### config.mk
export PLATFORM = sky130hd
export DESIGN_NAME = pipe_stage_reg
export DESIGN_NICKNAME = d
export VERILOG_FILES = /design/src/rtl/pipe_pkg.sv /design/src/rtl/pipe_slot.sv /design/src/rtl/pipe_stage_reg.sv
export SDC_FILE = /design/constraint.sdc
export NUM_CORES = 1
export LEC_CHECK = 0
export ABC_CLOCK_PERIOD_IN_PS = 5750
export CORE_MARGIN = 2
export CORE_UTILIZATION = 25
export CTS_CLUSTER_DIAMETER = 30
export DETAILED_ROUTE_END_ITERATION = 6
export SKIP_LAST_GASP = 1
export SYNTH_ARGS = -nofsm -noshare
export SYNTH_HDL_FRONTEND = slang
export SYNTH_HIERARCHICAL = 1
export SYNTH_SLANG_ARGS = --single-unit
### constraint.sdc
create_clock -name CLK -period 5.75 [get_ports CLK]
set_clock_uncertainty 0.1 [all_clocks]
set_input_delay 1.15 -clock CLK [delete_from_list [all_inputs] [get_ports CLK]]
set_output_delay 1.15 -clock CLK [all_outputs]
set_load 0.05 [all_outputs]
### src/rtl/pipe_pkg.sv
`default_nettype none
// ---------------------------------------------------------------------------
// Module   : pipe_pkg
// Purpose  : default widths and bubble encoding for the pipe_stage_reg slice
// Revision : 1.0
// ---------------------------------------------------------------------------
package pipe_pkg;

  localparam int PIPE_DATA_W = 138;
  localparam int PIPE_CTRL_W = 9;
  localparam logic [PIPE_CTRL_W-1:0] PIPE_CTRL_NOP = '0;

endpackage
`default_nettype wire

### src/rtl/pipe_slot.sv
`default_nettype none
// ---------------------------------------------------------------------------
// Module   : pipe_slot
// Purpose  : one pipeline entry (valid/data/ctrl); clear beats load
// Revision : 1.0
// ---------------------------------------------------------------------------
module pipe_slot
  import pipe_pkg::*;
#(
  parameter int                 DATA_W   = PIPE_DATA_W,
  parameter int                 CTRL_W   = PIPE_CTRL_W,
  parameter logic [CTRL_W-1:0]  CTRL_NOP = CTRL_W'(PIPE_CTRL_NOP)
) (
  input  logic              CLK,
  input  logic              reset,
  input  logic              load_i,
  input  logic              clear_i,
  input  logic [DATA_W-1:0] data_i,
  input  logic [CTRL_W-1:0] ctrl_i,
  output logic              valid_o,
  output logic [DATA_W-1:0] data_o,
  output logic [CTRL_W-1:0] ctrl_o
);

  logic              valid_q, valid_d;
  logic [DATA_W-1:0] data_q,  data_d;
  logic [CTRL_W-1:0] ctrl_q,  ctrl_d;

  // An empty slot always carries zero data and the bubble control value.
  always_comb begin
    valid_d = valid_q;
    data_d  = data_q;
    ctrl_d  = ctrl_q;
    if (clear_i) begin
      valid_d = 1'b0;
      data_d  = '0;
      ctrl_d  = CTRL_NOP;
    end else if (load_i) begin
      valid_d = 1'b1;
      data_d  = data_i;
      ctrl_d  = ctrl_i;
    end
  end

  always_ff @(posedge CLK or posedge reset) begin
    if (reset) begin
      valid_q <= 1'b0;
      data_q  <= '0;
      ctrl_q  <= CTRL_NOP;
    end else begin
      valid_q <= valid_d;
      data_q  <= data_d;
      ctrl_q  <= ctrl_d;
    end
  end

  assign valid_o = valid_q;
  assign data_o  = data_q;
  assign ctrl_o  = ctrl_q;

endmodule
`default_nettype wire

### src/rtl/pipe_stage_reg.sv
`default_nettype none
// ---------------------------------------------------------------------------
// Module   : pipe_stage_reg
// Purpose  : valid/ready pipeline register; PIPE_SKID_EN adds a skid slot so
//            in_ready is purely registered
// Revision : 1.0
// ---------------------------------------------------------------------------
module pipe_stage_reg
  import pipe_pkg::*;
#(
  parameter int                 DATA_W   = PIPE_DATA_W,
  parameter int                 CTRL_W   = PIPE_CTRL_W,
  parameter logic [CTRL_W-1:0]  CTRL_NOP = CTRL_W'(PIPE_CTRL_NOP)
) (
  input  logic              CLK,
  input  logic              reset,
  input  logic              flush,
  input  logic              in_valid,
  output logic              in_ready,
  input  logic [DATA_W-1:0] in_data,
  input  logic [CTRL_W-1:0] in_ctrl,
  output logic              out_valid,
  input  logic              out_ready,
  output logic [DATA_W-1:0] out_data,
  output logic [CTRL_W-1:0] out_ctrl
);

  logic              main_valid;
  logic [DATA_W-1:0] main_data;
  logic [CTRL_W-1:0] main_ctrl;
  logic              main_load;
  logic              main_clear;
  logic [DATA_W-1:0] main_data_in;
  logic [CTRL_W-1:0] main_ctrl_in;
  logic              in_xfer;
  logic              out_hs;

  assign in_xfer = in_valid & in_ready;
  assign out_hs  = main_valid & out_ready;

`ifdef PIPE_SKID_EN
  logic              skid_valid;
  logic [DATA_W-1:0] skid_data;
  logic [CTRL_W-1:0] skid_ctrl;
  logic              skid_load;
  logic              skid_clear;

  assign in_ready = ~skid_valid;

  // The skid slot only fills when the main slot is stalled; it refills main on the next handshake.
  always_comb begin
    main_load    = 1'b0;
    skid_load    = 1'b0;
    main_data_in = in_data;
    main_ctrl_in = in_ctrl;
    if (skid_valid) begin
      main_load    = out_hs;
      main_data_in = skid_data;
      main_ctrl_in = skid_ctrl;
    end else if (in_xfer) begin
      main_load = ~main_valid | out_ready;
      skid_load = main_valid & ~out_ready;
    end
    main_clear = flush | (out_hs & ~main_load);
    skid_clear = flush | (skid_valid & out_hs);
  end

  pipe_slot #(
    .DATA_W   (DATA_W),
    .CTRL_W   (CTRL_W),
    .CTRL_NOP (CTRL_NOP)
  ) u_skid (
    .CLK     (CLK),
    .reset   (reset),
    .load_i  (skid_load),
    .clear_i (skid_clear),
    .data_i  (in_data),
    .ctrl_i  (in_ctrl),
    .valid_o (skid_valid),
    .data_o  (skid_data),
    .ctrl_o  (skid_ctrl)
  );
`else
  assign in_ready     = ~main_valid | out_ready;
  assign main_load    = in_xfer;
  assign main_clear   = flush | (out_hs & ~in_xfer);
  assign main_data_in = in_data;
  assign main_ctrl_in = in_ctrl;
`endif

  pipe_slot #(
    .DATA_W   (DATA_W),
    .CTRL_W   (CTRL_W),
    .CTRL_NOP (CTRL_NOP)
  ) u_main (
    .CLK     (CLK),
    .reset   (reset),
    .load_i  (main_load),
    .clear_i (main_clear),
    .data_i  (main_data_in),
    .ctrl_i  (main_ctrl_in),
    .valid_o (main_valid),
    .data_o  (main_data),
    .ctrl_o  (main_ctrl)
  );

  assign out_valid = main_valid;
  assign out_data  = main_data;
  assign out_ctrl  = main_ctrl;

endmodule
`default_nettype wire

# Word-level counts from Yosys, hierarchy flattened
# Index checks and enable logic that the tools add are counted.
word_totals:
  regBits: 148
  latch_bits: 0
  ramBits: 0
  romBits: 0
  inputBits: 152
  out_inout_bits: 149
  word_cells: 17
  mem_count: 0
op_classes:
  add_sub_neg: 0
  mul: 0
  div_mod_pow: 0
  magnitude_cmp: 0
  n_eq_ne: 0
  n_shift: 0
  n_mux: 6
  bitwise_logic: 7
  n_reduce_logical: 1
ops:
  columns: ["operator", "count"]
  rows:
  - ["$mux 138", 2]
  - ["$mux 9", 2]
  - ["$and 1x1->1", 3]
  - ["$mux 1", 2]
  - ["$not 1->1", 2]
  - ["$or 1x1->1", 2]
  - ["$reduce_bool 2->1", 1]

# Logic depth before layout (Yosys ltp)
# Gate-level depths: netlist of run 1.
logic_depth:
  word_depth: 7
  ltp_mapped: 7
  ltp_nobuf: 4

# By module
# The synthesis of run 1 kept the hierarchy.
modules_own_cells:
  columns: ["mod", "instances", "cells_each", "area_each_um2", "seq_area_each_um2"]
  rows:
  - ["pipe_slot", 1, 478, 6084.6, 3703.6]
  - ["pipe_stage_reg", 1, 4, 33.8, 0.0]

# Worst setup path before layout of run 1
# No wires, ideal clock.
synth_path:
  kind: "input to output"
  start: "in out_ready"
  end: "out in_ready"
  t_arrival_ps: 1348
  slack_ps: 3152
  cell_stages: 1
  path_buffers: 0
  cell_sequence: "nand2b_4"
synth_between:
  elab_chain_len: 1
synth_lines:
  columns: ["element", "line", "text"]
  rows:
  - ["start, declared", "pipe_stage_reg.sv:23", "input logic out_ready,"]
  - ["$or 1x1->1", "pipe_stage_reg.sv:84", "assign in_ready = ~main_valid | out_ready;"]
  - ["end, declared", "pipe_stage_reg.sv:19", "output logic in_ready,"]
# Every way passes these cells.

# Worst setup path after layout of run 1
# Ends and elaborated chain as after synthesis.

==> metrics.cfg, run 1 <==
[run_status]
outcome=finished clean

[critical_path]
path_class=primary input to primary output
critPathMaxStageDelay_ps=800
endpoint_kind=primary output
critPathLaunchType=primary input
path_depth=3
cp_top_family=buffers and inverters
worstReg2RegStart=u_main/valid_o
worst_r2r_path_depth=5
path_max_fanout=2
cp_cell_sequence=clkdlybuf4s50_1 -> nand2b_4 -> clkdlybuf4s50_1
timing.rr.end=u_main/data_o[26]
arrival_ps=2550
cp-endpoint=in_ready
critPathBufInv=2
crit_path_frequent_cell=clkdlybuf4s50_1
crit_start=out_ready
slowest_stage=clkdlybuf4s50_1
rrSetupSlack_ps=3570
cp_data_required_time_ps=4500

[clocking]
cts_buffers=17
clock_latency_ps=410
cts.clk_slew.worst_paths_ps=70
clock_sinks=148
htreeDepth=4
holdBufCountCts=0
cts.repair.resized=0
cts-root-buf=clkbuf_16
cts_setup_buffers=0
cts.path.max_buffers=2
cts_tree=yes

[synthesis]
syn_nets=634
synthesis.area_per_instance_um2=12.7
synth_cell_types=14
ys_seq_area_share_pct=60.5
synth-seq-cells=148
syn_area_um2=6120
yosysWarningCount=6
netlist_instances=482

[layout]
antenna_cells=0
syn_to_final_growth_pct=60.9
drive_above_1_share_pct=5.09
final_nets=926

[global_routing]
antenna_found_initial=1
grt_use_total_pct=13.8
grt_pass1_vias=4819
grt_max_degree=149
grt_pass1_wl_mm=27.8
grt_overflow=0

[route]
vias=4586
viasPerCell=4.13
wire_per_inst_um=15.9
wl_mm=17.7
route.detailed.drc=0
ant_nets=0
drtPass1Iterations=4
drtIter0Drc=180

[flow_run]
maxCapViolations=0

[die]
dieHeight_um=160
initial_core_util_pct=25.3
dieArea_um2=25700
die_w_um=160
io_pins=301
core_um2=24200
rows=57

[timing]
setup_violations=0
finalCritPeriodShare_pct=66.1
rsz0062_at_grt=no
period_needed_ps=3800
worst_pin_slew_ps=734
max_freq_mhz=263
hold_viol_final=0
slew-limit-headroom_pct=51.1
slew_viol_final=0
worst_slack_ps=1950
tns_ps=0

[placed_design]
dp_hpwl_mm=11.8
portBuffers=300
gp_congestion=0.722
place_ws_ps=1960

[worst_hold_path]
hp-class=flip-flop to flip-flop

[power]
power.density_nw_per_um2=298
leakage_nw=4.47
ir_drop_uv=163

[per-stage QoR]
| step | instance area (um2) | instances | utilization, % | hold slack, ps | total power [mW] |
|---|---|---|---|---|---|
| 2_1_floorplan | 6120 | 482 | - | 720 | 1.59 |
| 3_3_place_gp | 9270 | 1079 | 38.3 | 400 | 1.85 |
| 3_5_place_dp | 9270 | 1079 | 38.3 | 409 | 1.85 |
| 4_1_cts | 9840 | 1110 | 40.7 | 426 | 3.00 |
| 5_1_grt | 9840 | 1110 | 40.7 | 439 | 3.07 |
| 6_report | 9840 | 1110 | 40.7 | 417 | 2.94 |
[kinds of logic after synthesis]
kind of cell,after synthesis,share of synthesized area [%]
and+or+nand+nor,152,9.57
DFF,148,60.5
AOI/OAI and AO/OA,1,0.123
buffers and inverters,34,5.73
muxes,147,24.0
[flip-flops by register name (all words and copies together) (netlist names)]
register,cells
u_main/ctrl_o,9
u_main/data_o,138
u_main/valid_o,1
[worst min-delay path by stage]
stage                             from                  to  slack [ps]  cells past startpoint
detailed placement   u_main/data_o[98]   u_main/data_o[98]         410                      2
global placement     u_main/data_o[69]   u_main/data_o[69]         400                      2
floorplan               u_main/valid_o      u_main/valid_o         720                      2
finish               u_main/data_o[98]   u_main/data_o[98]         420                      2
CTS                  u_main/data_o[86]   u_main/data_o[86]         430                      2
global route        u_main/data_o[115]  u_main/data_o[115]         440                      2
[power by group]
| part | internal (mW) | switching, mW | total, mW | leakage, nW |
|---|---|---|---|---|
| clock network | 0.644 | 0.464 | 1.11 | 0.270 |
| registers | 1.11 | 0.0348 | 1.14 | 1.98 |
| logic | 0.278 | 0.409 | 0.688 | 2.21 |
[cell type report]
class / count / area, um2
Tap cell: 324 / 405
Clock inverter: 13 / 148
Inverter: 1 / 8.76
Timing Repair Buffer: 306 / 3070
Clock buffer: 18 / 429
Multi-Input combinational cell: 300 / 2080
Fill cell: 2296 / 14300
Sequential cell: 148 / 3700
[tightest hold or removal path, cell delays in order, from the launching register on]
cell and delay, ps:
dfrtp_1 340, mux2i_1 70, nor2_1 70
[synth_stat cells (all sizes together)]
| cell | n | area [um2] |
|---|---|---|
| buf | 19 | 294 |
| dfrtp | 148 | 3700 |
| nand2 | 1 | 3.75 |
| mux2i | 147 | 1470 |
| clkbuf | 14 | 52.6 |
| nand2b | 1 | 13.8 |
| o21bai | 1 | 7.51 |
| and2 | 1 | 8.76 |
| inv | 1 | 3.75 |
| nor2 | 149 | 559 |
[routing by layer]
layer  routed length [um]  share of wire (%)  up-vias  global-route usage [%]
met5                   13              0.074        -                       0
met1                 7740                 44     2196                    17.7
li1                     -                  -     2177                       -
met3                 1460                8.3       16                    5.60
met2                 8190                 46      195                    21.5
met4                  269                1.5        2                    4.22
[layout by cell type (no fill, tap or decap)]
cell type / instances
clkinv_4: 1
buf_4: 4
nor2_1: 149
bufinv_16: 2
inv_6: 6
clkbuf_1: 1
and2_4: 1
clkinv_2: 1
o21bai_4: 1
mux2i_1: 147
nand2_1: 1
dfrtp_1: 148
clkbuf_16: 17
clkdlybuf4s50_1: 300
buf_12: 2
nand2b_4: 1
clkinvlp_4: 4
Power figures use the tool's default switching activity.
==> inputs of run 2 (changes only) <==
--- a/config.mk
+++ b/config.mk
@@ -5,7 +5,7 @@
 export SDC_FILE = /design/constraint.sdc
 export NUM_CORES = 1
 export LEC_CHECK = 0
-export ABC_CLOCK_PERIOD_IN_PS = 5750
+export ABC_CLOCK_PERIOD_IN_PS = 3500
 export CORE_MARGIN = 2
 export CORE_UTILIZATION = 25
 export CTS_CLUSTER_DIAMETER = 30
==> constraint.sdc (replaced) <==
create_clock -name CLK -period 3.5 [get_ports CLK]
set_clock_uncertainty 0.1 [all_clocks]
set_input_delay 0.7 -clock CLK [delete_from_list [all_inputs] [get_ports CLK]]
set_output_delay 0.7 -clock CLK [all_outputs]
set_load 0.05 [all_outputs]
==> metrics.cfg, run 2 (synthesis results as in run 1) <==
[run_status]
outcome=finished clean

[layout]
multiInputGateArea_um2=2080  ; unchanged
final_cell_mix=300 x clkdlybuf4s50_1, 149 x nor2_1, 148 x dfrtp_1
drive_above_1_share_pct=6.29  ; +1.2 points
final_nets=934  ; +0.86%
seq_area_um2=3700  ; unchanged
syn_to_final_growth_pct=63.5
fin_area_um2=10000  ; +1.7%
antenna_cells=0  ; unchanged
largest_reg_flops=138  ; unchanged
final_common_cell=clkdlybuf4s50_1
final_core_util_pct=41.4  ; +0.67 points
fill_cells=2313  ; +0.74%

[power]
switchingPower_mw=1.53  ; +68%
pwr-share-clk_pct=37.9  ; +0.2 points
power.density_nw_per_um2=486  ; +63%
intPower_mw=3.34  ; +65%
power_frac_comb_pct=23.6  ; +0.2 points
switching_share_pct=31.4  ; +0.46 points
pwr-share-seq_pct=38.5  ; -0.4 points
leakage_nw=4.55  ; +1.8%
ir_drop_uv=244  ; +50%

[clocking]
cts.path.max_buffers=2  ; unchanged
holdBufCountCts=0  ; unchanged
htreeDepth=4  ; unchanged
clock_sinks=148  ; unchanged
cts.repair.resized=0  ; unchanged
cts-root-buf=clkbuf_16
cts.clk_slew.worst_paths_ps=60  ; about the same
cts_buffers=17  ; unchanged
cts_tree=yes
cts_setup_buffers=0  ; unchanged
clock_latency_ps=410  ; about the same

[worst_hold_path]
hp-class=flip-flop to flip-flop

[critical_path]
crit_path_frequent_cell=clkdlybuf4s50_1
critPathMaxStageDelay_ps=800  ; about the same
slowest_stage=clkdlybuf4s50_1
critPathLaunchType=primary input
cp_cell_sequence=clkdlybuf4s50_1 -> nand2b_4 -> clkdlybuf4s50_1
path_class=primary input to primary output
arrival_ps=2090  ; -460 ps
path_max_fanout=2  ; unchanged
endpoint_kind=primary output
cp_data_required_time_ps=2700  ; -1800 ps

[timing]
worst_pin_slew_ps=906  ; +173 ps
worst_slack_ps=613  ; -1340 ps
hold_viol_final=0  ; unchanged
rsz0062_at_grt=no
slew_viol_final=0  ; unchanged
max_freq_mhz=346
slew-limit-headroom_pct=39.4  ; -12 points
tns_ps=0  ; unchanged
period_needed_ps=2890
finalCritPeriodShare_pct=82.5
setup_violations=0  ; unchanged

[die]
rows=57  ; unchanged
die_w_um=160  ; unchanged
core_um2=24200  ; unchanged
initial_core_util_pct=25.3  ; unchanged
io_pins=301  ; unchanged
dieArea_um2=25700  ; unchanged
dieHeight_um=160  ; unchanged

[global_routing]
grt_use_total_pct=13.8  ; -0.033 points
grt_max_degree=149  ; unchanged
grt_pass1_vias=4787  ; -0.66%
grt_pass1_wl_mm=28.0  ; +0.77%
antenna_found_initial=0  ; -1
grt_overflow=0  ; unchanged

[placed_design]
place_ws_ps=613  ; -1350 ps
place_area_um2=9410  ; +1.6%
gp_congestion=0.729  ; +0.93%
dp_hpwl_mm=11.8  ; about the same
portBuffers=300  ; unchanged

[flow_run]
maxCapViolations=0  ; unchanged

[route]
wl_mm=17.3  ; -1.9%
wire_per_inst_um=15.5  ; -2.6%
viasPerCell=4.12  ; -0.37%
drtPass1Iterations=4  ; unchanged
route.detailed.drc=0  ; unchanged
drtIter0Drc=158  ; -12%
ant_nets=0  ; unchanged
vias=4606  ; +0.44%

-- run 2: area by class of cell --
class	instances	area share, %
tap	324	4.05
multi-input combinational	300	20.7
clock inverter	13	1.40
inverter	1	0.0750
timing repair buffer	314	32.2
sequential	148	37.0
clock buffer	19	4.53
-- run 2: critical path, delay by kind of cell --
kind / cells / cell delay, ps
buffers and inverters: 2 / 1270
AND/OR/NAND/NOR: 1 / 120
-- run 2: power by group through the flow --
stage / Sequential, mW / Combinational (mW) / Clock [mW]
3_5_place_dp: 1.90 / 1.16 / 0
6_report: 1.87 / 1.15 / 1.84
2_1_floorplan: 2.28 / 0.326 / 0
5_1_grt: 1.89 / 1.22 / 1.99
4_1_cts: 1.87 / 1.16 / 1.92
3_3_place_gp: 1.90 / 1.16 / 0
-- run 2: final timing paths --
path / from / end / slack (ps) / cells past startpoint
max: out_ready / in_ready / 610 / 3
min: u_main/data_o[3] / u_main/data_o[3] / 420 / 2
max reg2reg: u_main/valid_o / u_main/data_o[91] / 1710 / 5
min reg2reg: u_main/data_o[3] / u_main/data_o[3] / 420 / 2
max in group asynchronous: reset / u_main/ctrl_o[4] / 1870 / 3
min in group asynchronous: reset / u_main/data_o[124] / 710 / 2
-- run 2: metrics by stage --
| step | cells | total power, mW | hold slack, ps |
|---|---|---|---|
| 5_1_grt | 1119 | 5.09 | 438 |
| 6_report | 1119 | 4.86 | 417 |
| 4_1_cts | 1119 | 4.96 | 424 |
| 2_1_floorplan | 482 | 2.61 | 720 |
| 3_3_place_gp | 1087 | 3.06 | 400 |
| 3_5_place_dp | 1087 | 3.06 | 407 |
-- run 2: layer usage --
metal	vias up	routed length, um	global-route usage [%]
met1	2193	7710	18.2
met5	-	0	0
met3	14	1380	5.09
met2	198	8020	21.3
met4	0	231	3.97
li1	2201	-	-
